$ cat src/rtl/abacus_pkg.sv
// Shared definitions for the ABACUS instruction-mix profiler.
// Opcodes, class ordering and small helpers used by decode and counters.
package abacus_pkg;

    localparam int NUM_CLASSES = 10;

    localparam logic [6:0] OPC_LOAD     = 7'b0000011;
    localparam logic [6:0] OPC_STORE    = 7'b0100011;
    localparam logic [6:0] OPC_LUI      = 7'b0110111;
    localparam logic [6:0] OPC_AUIPC    = 7'b0010111;
    localparam logic [6:0] OPC_OP_IMM   = 7'b0010011;
    localparam logic [6:0] OPC_OP       = 7'b0110011;
    localparam logic [6:0] OPC_BRANCH   = 7'b1100011;
    localparam logic [6:0] OPC_JAL      = 7'b1101111;
    localparam logic [6:0] OPC_JALR     = 7'b1100111;
    localparam logic [6:0] OPC_SYSTEM   = 7'b1110011;
    localparam logic [6:0] OPC_MISC_MEM = 7'b0001111;
    localparam logic [6:0] OPC_AMO      = 7'b0101111;

    localparam logic [6:0] F7_BASE = 7'b0000000;
    localparam logic [6:0] F7_ALT  = 7'b0100000;

    // Bit position in class_onehot; shared with counter bank and regmap.
    typedef enum logic [3:0] {
        CLS_LOAD     = 4'd0,
        CLS_STORE    = 4'd1,
        CLS_ADD      = 4'd2,
        CLS_BITWISE  = 4'd3,
        CLS_SHIFT    = 4'd4,
        CLS_COMPARE  = 4'd5,
        CLS_BRANCH   = 4'd6,
        CLS_CTRL     = 4'd7,
        CLS_SYSTEM   = 4'd8,
        CLS_ATOMIC   = 4'd9
    } instr_class_e;

    // funct3 map shared by OP-IMM and base-ISA OP.
    function automatic instr_class_e alu_class(input logic [2:0] funct3);
        instr_class_e c;
        case (funct3)
            3'b000:                 c = CLS_ADD;
            3'b001, 3'b101:         c = CLS_SHIFT;
            3'b010, 3'b011:         c = CLS_COMPARE;
            default:                c = CLS_BITWISE;
        endcase
        return c;
    endfunction

    function automatic logic [NUM_CLASSES-1:0] class_to_onehot(
        input instr_class_e c
    );
        return NUM_CLASSES'(1) << c;
    endfunction

    function automatic logic [31:0] sat_inc(input logic [31:0] v);
        return (v == 32'hFFFF_FFFF) ? v : v + 32'd1;
    endfunction

endpackage

$ cat src/rtl/abacus_rv32_class_decode.sv
// Combinational RV32 instruction classifier.
// Maps one instruction word to a one-hot profiling class or unclassified.
module abacus_rv32_class_decode
    import abacus_pkg::*;
(
    input  logic [31:0]            instr_i,
    output logic [NUM_CLASSES-1:0] onehot_o,
    output logic                   unclassified_o
);

    logic [6:0]   opcode;
    logic [6:0]   funct7;
    logic [2:0]   funct3;
    logic         hit;
    instr_class_e cls;
    logic         unused_bits;

    assign opcode      = instr_i[6:0];
    assign funct3      = instr_i[14:12];
    assign funct7      = instr_i[31:25];
    assign unused_bits = ^{instr_i[24:15], instr_i[11:7]};

    // Opcode decode; non-32-bit encodings never hit.
    always_comb begin
        cls = CLS_LOAD;
        hit = 1'b0;
        if (instr_i[1:0] == 2'b11) begin
            hit = 1'b1;
            case (opcode)
                OPC_LOAD:              cls = CLS_LOAD;
                OPC_STORE:             cls = CLS_STORE;
                OPC_LUI, OPC_AUIPC:    cls = CLS_ADD;
                OPC_OP_IMM:            cls = alu_class(funct3);
                OPC_OP: begin
                    if (funct7 == F7_BASE || funct7 == F7_ALT)
                        cls = alu_class(funct3);
                    else
                        hit = 1'b0;
                end
                OPC_BRANCH:            cls = CLS_BRANCH;
                OPC_JAL, OPC_JALR:     cls = CLS_CTRL;
                OPC_SYSTEM,
                OPC_MISC_MEM:          cls = CLS_SYSTEM;
                OPC_AMO:               cls = CLS_ATOMIC;
                default:               hit = 1'b0;
            endcase
        end
    end

    assign onehot_o       = hit ? class_to_onehot(cls) : '0;
    assign unclassified_o = ~hit;

endmodule

$ cat src/rtl/abacus_instruction_classifier.sv
// Two-stage instruction-mix classifier with saturating totals.
// Stage 0 captures issued words; stage 1 emits the class event.
module abacus_instruction_classifier
    import abacus_pkg::*;
(
    input  logic                   clk,
    input  logic                   rst,
    input  logic                   enable,
    input  logic [31:0]            instruction,
    input  logic                   instruction_issued,
    input  logic                   clear_counts,
    output logic                   class_valid,
    output logic [NUM_CLASSES-1:0] class_onehot,
    output logic [31:0]            issued_count,
    output logic [31:0]            unclassified_count
);

    logic                   s0_valid_q;
    logic [31:0]            s0_instr_q;
    logic                   s1_valid_q, s1_valid_d;
    logic [NUM_CLASSES-1:0] s1_onehot_q, s1_onehot_d;
    logic [31:0]            issued_q, issued_d;
    logic [31:0]            unclass_q, unclass_d;
    logic [NUM_CLASSES-1:0] dec_onehot;
    logic                   dec_unclassified;

    // Stage 0: capture word; enable only gates acceptance here.
    always_ff @(posedge clk) begin
        if (rst) begin
            s0_valid_q <= 1'b0;
            s0_instr_q <= '0;
        end else begin
            s0_valid_q <= instruction_issued & enable;
            s0_instr_q <= instruction;
        end
    end

    abacus_rv32_class_decode u_decode (
        .instr_i        (s0_instr_q),
        .onehot_o       (dec_onehot),
        .unclassified_o (dec_unclassified)
    );

    // Stage-1 event and counter next-state; clear beats increment.
    always_comb begin
        s1_valid_d  = s0_valid_q & ~dec_unclassified;
        s1_onehot_d = s1_valid_d ? dec_onehot : '0;
        issued_d    = issued_q;
        unclass_d   = unclass_q;
        if (clear_counts) begin
            issued_d  = '0;
            unclass_d = '0;
        end else if (s0_valid_q) begin
            issued_d = sat_inc(issued_q);
            if (dec_unclassified)
                unclass_d = sat_inc(unclass_q);
        end
    end

    // Stage 1 and counter registers.
    always_ff @(posedge clk) begin
        if (rst) begin
            s1_valid_q  <= 1'b0;
            s1_onehot_q <= '0;
            issued_q    <= '0;
            unclass_q   <= '0;
        end else begin
            s1_valid_q  <= s1_valid_d;
            s1_onehot_q <= s1_onehot_d;
            issued_q    <= issued_d;
            unclass_q   <= unclass_d;
        end
    end

    assign class_valid        = s1_valid_q;
    assign class_onehot       = s1_onehot_q;
    assign issued_count       = issued_q;
    assign unclassified_count = unclass_q;

endmodule

$ cat config.mk
export PLATFORM = sky130hd
export DESIGN_NAME = abacus_instruction_classifier
export DESIGN_NICKNAME = d
export VERILOG_FILES = /design/src/rtl/abacus_pkg.sv /design/src/rtl/abacus_rv32_class_decode.sv /design/src/rtl/abacus_instruction_classifier.sv
export SDC_FILE = /design/constraint.sdc
export NUM_CORES = 1
export LEC_CHECK = 0
export ABC_AREA = 0
export BUFFER_PORTS_ARGS = -buffer_cell sky130_fd_sc_hd__buf_2
export CAP_MARGIN = 20
export CORE_UTILIZATION = 45
export CTS_CLUSTER_SIZE = 24
export DETAILED_ROUTE_END_ITERATION = 10
export GPL_ROUTABILITY_DRIVEN = 0
export PLACE_DENSITY_LB_ADDON = 0.15
export SLEW_MARGIN = 30
export SYNTH_ARGS = -nofsm -noshare
export SYNTH_HDL_FRONTEND = slang
export SYNTH_HIERARCHICAL = 1
export SYNTH_SLANG_ARGS = --single-unit
export TNS_END_PERCENT = 50
$ cat constraint.sdc
create_clock -name clk -period 3.17 [get_ports clk]
set_input_delay 0.317 -clock clk [delete_from_list [all_inputs] [get_ports clk]]
set_output_delay 0.317 -clock clk [all_outputs]
set_load 0.02 [all_outputs]
==> results of run 1 <==
cell usage in the layout (no fill, tap or decap), types with 4 or more instances in the layout:
cell type and count:
nand4_1 21, nor2b_1 18, o21a_1 4, a21oi_1 32, or4_1 13, clkbuf_8 9, nor4_1 11, inv_1 11
nor2_1 38, and2_1 12, buf_2 95, mux2i_1 7, nand2_1 44, nor3_1 8, dfxtp_1 92, nand3_1 22
o31ai_1 9, and3_1 8, xnor2_1 12, or2_2 4, or3_1 27, o21ai_0 22, buf_4 10, a21o_1 4
and4_1 7, o211ai_1 6, a31oi_1 10
routing by layer:
layer  GRT usage  share of wire  up-vias
li1            -              -     2110
met1       0.268           0.47     1966
met2       0.362           0.48       96
met3      0.0373          0.038       11
met4      0.0569          0.011        0
met5           0              0        -
per-stage QoR:
| stage | worst slack [ns] | util | hold WS [ns] |
|---|---|---|---|
| floorplan | 0.636 | - | 0.431 |
| global placement | 0.432 | 0.536 | 0.477 |
| detailed placement | 0.343 | 0.536 | 0.484 |
| CTS | 0.295 | 0.557 | 0.133 |
| global route | 0.0379 | 0.557 | 0.131 |
| finish | 0.301 | 0.557 | 0.149 |
flip-flops by register name, indices dropped and copies added (netlist names):
| name | count |
|---|---|
| class_onehot | 10 |
| class_valid | 1 |
| issued_count | 32 |
| s0_instr_q | 16 |
| s0_valid_q | 1 |
| unclassified_count | 32 |
power by group:
group / internal [mW] / total, mW / switching, mW
Combinational: 0.0320 / 0.0736 / 0.0416
Sequential: 1.17 / 1.18 / 0.0127
Clock: 0.307 / 0.780 / 0.473
Total: 1.51 / 2.03 / 0.527
final timing paths:
check	from	to	slack, ns	depth (start not counted)
worst min-delay path	instruction[12]	s0_instr_q[12]	0.15	2
worst max-delay path	s0_instr_q[6]	unclassified_count[15]	0.30	10
worst max register to register	s0_instr_q[6]	unclassified_count[15]	0.30	10
worst min register to register	issued_count[25]	issued_count[25]	0.50	2
worst reg2reg max path, delay by kind of cell (launching register included):
kind                   cells  cell delay [ns]
AO/OA/AOI/OAI              3             0.62
buffers and inverters      1             0.23
flip-flops                 1             0.39
AND/OR/NAND/NOR            6             1.58
cell type report:
type	instances	area, µm²	share of cell area
Sequential cell	92	1840	0.353
Inverter	11	41.3	0.00791
Timing Repair Buffer	105	551	0.105
Clock buffer	9	124	0.0237
Clock inverter	7	71.3	0.0137
Tap cell	129	161	0.0309
Multi-Input combinational cell	389	2430	0.466
==> results list, run 1 <==
* Result of the run: finished clean
- Worst IR drop on VDD: approximately 0.24 mV
- Mean cell area of the mapped netlist: approximately 8.5 µm²
- Kind of critical path: reg2reg
- Antenna viol nets, final: 0
- Global router's overall resource usage: 0.209
* Max frequency: roughly 0.35 GHz
- Number of diodes added for antenna fixing: 0
* Starting density of the core: 0.472
- Unrepaired setup endpoints after global routing: no
- Number of buffers added for setup after CTS: 0
* Pin count of the biggest net entering global routing: between 40 and 50
* Number of buffer cells added on primary ports: 95
* Nature of the critical path startpoint: register
- After the first detailed-routing iteration, the DRC count stood at around 100.
- CTS H-Tree Depth: 3
- CTS saw a little over 90 sinks.
- After the last flow step, the layout net total stands at between 600 and 700.
- No sink is reached through more buffers than the 2 on the longest clock path.
* Post-cts resize count: 0
- Class of the worst hold path: in2reg
- Insertion delay of the later-clocked pin in the worst-skew pair: around 0.37 ns
- The tree is rooted in a clkbuf_8.
- Counting the buffers created by CTS gives 9.
- The routed design could run at a clock period as short as about 2.9 ns.
- Number of placement rows: 35
- Arrival time worst endpoint: 3.18 ns
- DP Cell Count: roughly 730
- The routed layout has about 4200 vias.
- The number of failing hold endpoints at the final stage is 0.
- The worst setup path is captured at a register.
* Period utilization: 0.905
- Synthesis produced roughly 520 cells.
- Along the worst path, the maximum fanout reaches 13.
- Standard cell with the maximum stage delay on the critical path: or4_1
- Once layout is complete, the cells apart from fillers number around 740.
- The Yosys step of the flow raised 6 warnings.
- During I/O placement, the number of pins put on the boundary was 112.
- Overall die width: between 100 and 150 µm
- Syn nets: between 500 and 600
- In the final routed layout, each cell accounts on average for 14.1 µm.
- Number of global-route vias before repair: 3729
* Post-synthesis instance area: about 0.0044 mm²
- Total power consumption of the routed design: 2.03 mW
- Transition time at the pin with the least slew margin: 0.863 ns
- Pins Over Slew Limit: 0
- The first detailed-routing pass took 4 iterations.
- In the final timing run, aggregate negative setup slack is 0 ns.
- The kind of cell with the highest combined delay along the critical path is simple AND/OR/NAND/NOR gates.
- Die footprint: between 0.01 and 0.015 mm²
- Count of hold-fix buffers inserted at cts: 0
* Final design area excluding fillers: ~0.0052 mm²
* Initial antenna violation count: 0
* Detailed Route WL: roughly 10 mm
* Power density of the placed cells: approximately 400 mW/mm²
* CTS tree: yes
- At the worst endpoint, the required time is between 3 and 4 ns.
- The worst pin sits at a relative slew slack of 0.425.
- Leakage component of the power: between 1.5 and 2 nW
- Worst-path clk slew: 0.10 ns
* Worst path cell trace: and2_1 -> or3_1 -> a21boi_0 -> o21a_1 -> nand4_1 -> nor3_1 -> o31ai_2 -> buf_4 -> or4_1 -> nand2_1
- Across the run, the number of max-cap violations was 0.
- Die extent in y: between 100 and 150 µm
- The first global-routing pass estimated approximately 17 mm of wire.
- DR DRC count: 0
* Number of setup violations in the final report: 0
* Worst clock skew: about 0.0076 ns
* Fillcell total: 919
* HPWL after DPL: ~7.6 mm
* Crit path largest cell delay: approximately 0.47 ns
- Placement-stage cell area: ~0.0050 mm²
* Core Area: roughly 0.0094 mm²
* Global route overflow: 0
- Counting both buffers and inverters, the worst setup path holds a total of 1.
* Routed via count divided by cell count: 5.64
- Compared with the post-synthesis result, the final layout area differs by 18.1%.
- Fraction of layout instances using a drive strength above 1: 0.238
(Power assumes the default switching activity.)
==> inputs of run 2 (changes only) <==
==> constraint.sdc (replaced) <==
create_clock -name clk -period 3.17 [get_ports clk]
set_input_delay 0 -clock clk [delete_from_list [all_inputs] [get_ports clk]]
set_output_delay 0 -clock clk [all_outputs]
set_load 0.02 [all_outputs]
==> run 2 against run 1 <==
Effect of this change: clock power grew 2%; clock-buffer cell count unchanged; fmax is 1.4% higher; hold slack got worse by 0.11 ns; largest power group unchanged; global-route usage grew 0.48 points; core utilization is 1.9 points higher; critical path depth stayed put; sequential cell count unchanged.
==> results list, run 2 (synthesis gave the netlist of run 1 again) <==
- The initial utilization of the core area, before any placement, comes to 0.472.
* Unrepaired setup endpoints after global routing: no
* Class of the worst hold path: in2reg
- Worst IR drop on VDD: between 0.2 and 0.3 mV
- The number of antenna violations at the first check in global routing was 0.
- Worst Setup Slack post-DPL: 0.381 ns
- In this run, the number of DRC markers left after iteration 0 of detailed routing was around 120.
* Transition time at the pin with the least slew margin: slightly above 0.9 ns
* Max-cap violations: 0
- Commonest non-fill, non-tap cell in the layout: buf_2
- Final-stage net count: roughly 660
* Leakage component of the power: between 2 and 2.5 nW
- Across all hold checks on the routed design, the worst slack comes to about 0.044 ns.
- Global route overflow: 0
- Once layout is complete, the utilization of the core stands at 0.576.
- Final WS setup: about 0.34 ns
- After detailed placement, the total cell area comes to between 0.005 and 0.006 mm².
* Overall die width: 101 µm
* Max frequency: 0.353 GHz
- Largest fanout on the critical path: 13
- Leaving out fill and tap cells, the most frequent cells in the layout are buf_2 (95), dfxtp_1 (92), nand2_1 (44), nor2_1 (38), a21oi_1 (32).
- In the global route stage, met2 resource usage came out at 0.360.
- Clock skew on the completed layout was measured at about 0.011 ns.
* Number of global-route vias before repair: roughly 3700
- For the worst setup path, the data required time is ~3.5 ns.
- Dividing the detail-routed via count by the number of cells gives between 5 and 6.
* Kind of critical path: reg2reg
- Die extent in y: 101 µm
- Worst-path clk slew: about 0.1 ns
* Via Count: roughly 4200
- Setup violations remaining at the end of the flow were counted as 0.
- After layout, the minimum clock period comes to 2.83 ns.
- Final design area excluding fillers: 0.00540 mm²
* Insertion delay of the later-clocked pin in the worst-skew pair: 0.36 ns
* DR DRC count: 0
- The worst register-to-register path has a setup slack of around 0.34 ns.
* Setup TNS after final layout: 0 ns
* Remaining max-slew budget at the tightest pin: 0.393
- Highest-utilization routing layer at the global route stage: met2
- The number of max-slew violations in the final report came to 0.
* Met3 track utilization from global routing: 0.0324
- The first global-routing pass estimated about 18 mm of wire.
- Area overhead of the layout relative to synthesis: 22.1%
- In this run the power density over the cells is 382 mW/mm².
* Antenna viol nets, final: 0
- 0 antenna diodes ended up in the layout.
* HPWL after DPL: approximately 7.5 mm
- Number of I/O pins: around 110
- The clock passes through at most 2 buffers.
- Buffers inserted during clock tree synthesis total 9.
- The die covers 0.0102 mm².
- The H-tree generated during clock tree synthesis spans 3 levels.
- Final Hold Vio Count: 0
- Summed over all layers, the routed wires come to between 10 and 15 mm.
* Number of placement rows: 35
* Global router's overall resource usage: 0.214
* Nature of the critical path startpoint: register
- The region available for standard cell placement spans between 0.009 and 0.01 mm².
- Pre-Repair DR Iteration Count: 4
* Fraction of met1 tracks used by global routing: 0.282
* Fraction of layout instances using a drive strength above 1: 0.229
- After detailed routing, the average wire length per cell comes to around 14 µm.
- Period utilization: 0.892
- Entering global routing, the biggest net connects 45 pins.
- The clock drives about 90 sinks.
- At the worst endpoint, the arrival time is roughly 3.1 ns.
- Post-cts resize count: 0
- CTS tree: yes
* CTS root buffer: clkbuf_8
* Number of buffer cells added on primary ports: 95
- The worst setup path is captured at a register.
* Result of the run: finished clean
[run 2: cell count changes in the layout (fill, tap and decap cells not counted)]
cell,change
dlygate4sd3_1,+19
buf_4,-2
clkinvlp_4,-1
inv_8,+1
[run 2: cell type report]
| class | instances | area (µm²) |
|---|---|---|
| inverter | 11 | 41.3 |
| clock buffer | 9 | 124 |
| timing repair buffer | 122 | 726 |
| fill | 893 | 3970 |
| sequential | 92 | 1840 |
| tap | 129 | 161 |
| clock inverter | 7 | 75.1 |
| multi-input combinational | 389 | 2430 |
[run 2: critical path, cell delays in order (launching register included)]
cell	delay [ns]
dfxtp_1	0.39
and2_1	0.22
or3_1	0.35
a21boi_0	0.17
o21a_1	0.20
nand4_1	0.16
nor3_1	0.29
o31ai_2	0.23
buf_4	0.23
or4_1	0.47
nand2_1	0.07
[run 2: worst paths after layout]
check	start	endpoint	cells past startpoint
worst max-delay path	s0_instr_q[6]	unclassified_count[15]	10
worst min-delay path	rst	s0_valid_q	2
worst max register to register	s0_instr_q[6]	unclassified_count[15]	10
worst min register to register	issued_count[30]	issued_count[30]	2
[run 2: metal layers]
metal | wire length [µm] | vias to the layer above
li1 | - | 2135
met1 | 5010 | 1976
met2 | 5210 | 104
met3 | 394 | 9
met4 | 108 | 0
met5 | 0 | -
[run 2: per-stage QoR]
step | cells | total power [mW]
floorplan | 519 | 1.25
global placement | 724 | 1.28
detailed placement | 724 | 1.28
CTS | 759 | 2.08
global route | 759 | 2.16
finish | 759 | 2.06
[run 2: timing repair]
item                      in CTS  in global routing
hold endpoints to repair      22                  0
setup buffers                  0                  0
hold buffers                  19                  0
[run 2: report_power, final]
part / total [mW] / switching (mW) / internal [mW]
registers: 1.18 / 0.0131 / 1.17
clock network: 0.792 / 0.480 / 0.312
logic: 0.0903 / 0.0445 / 0.0458
total: 2.06 / 0.537 / 1.53
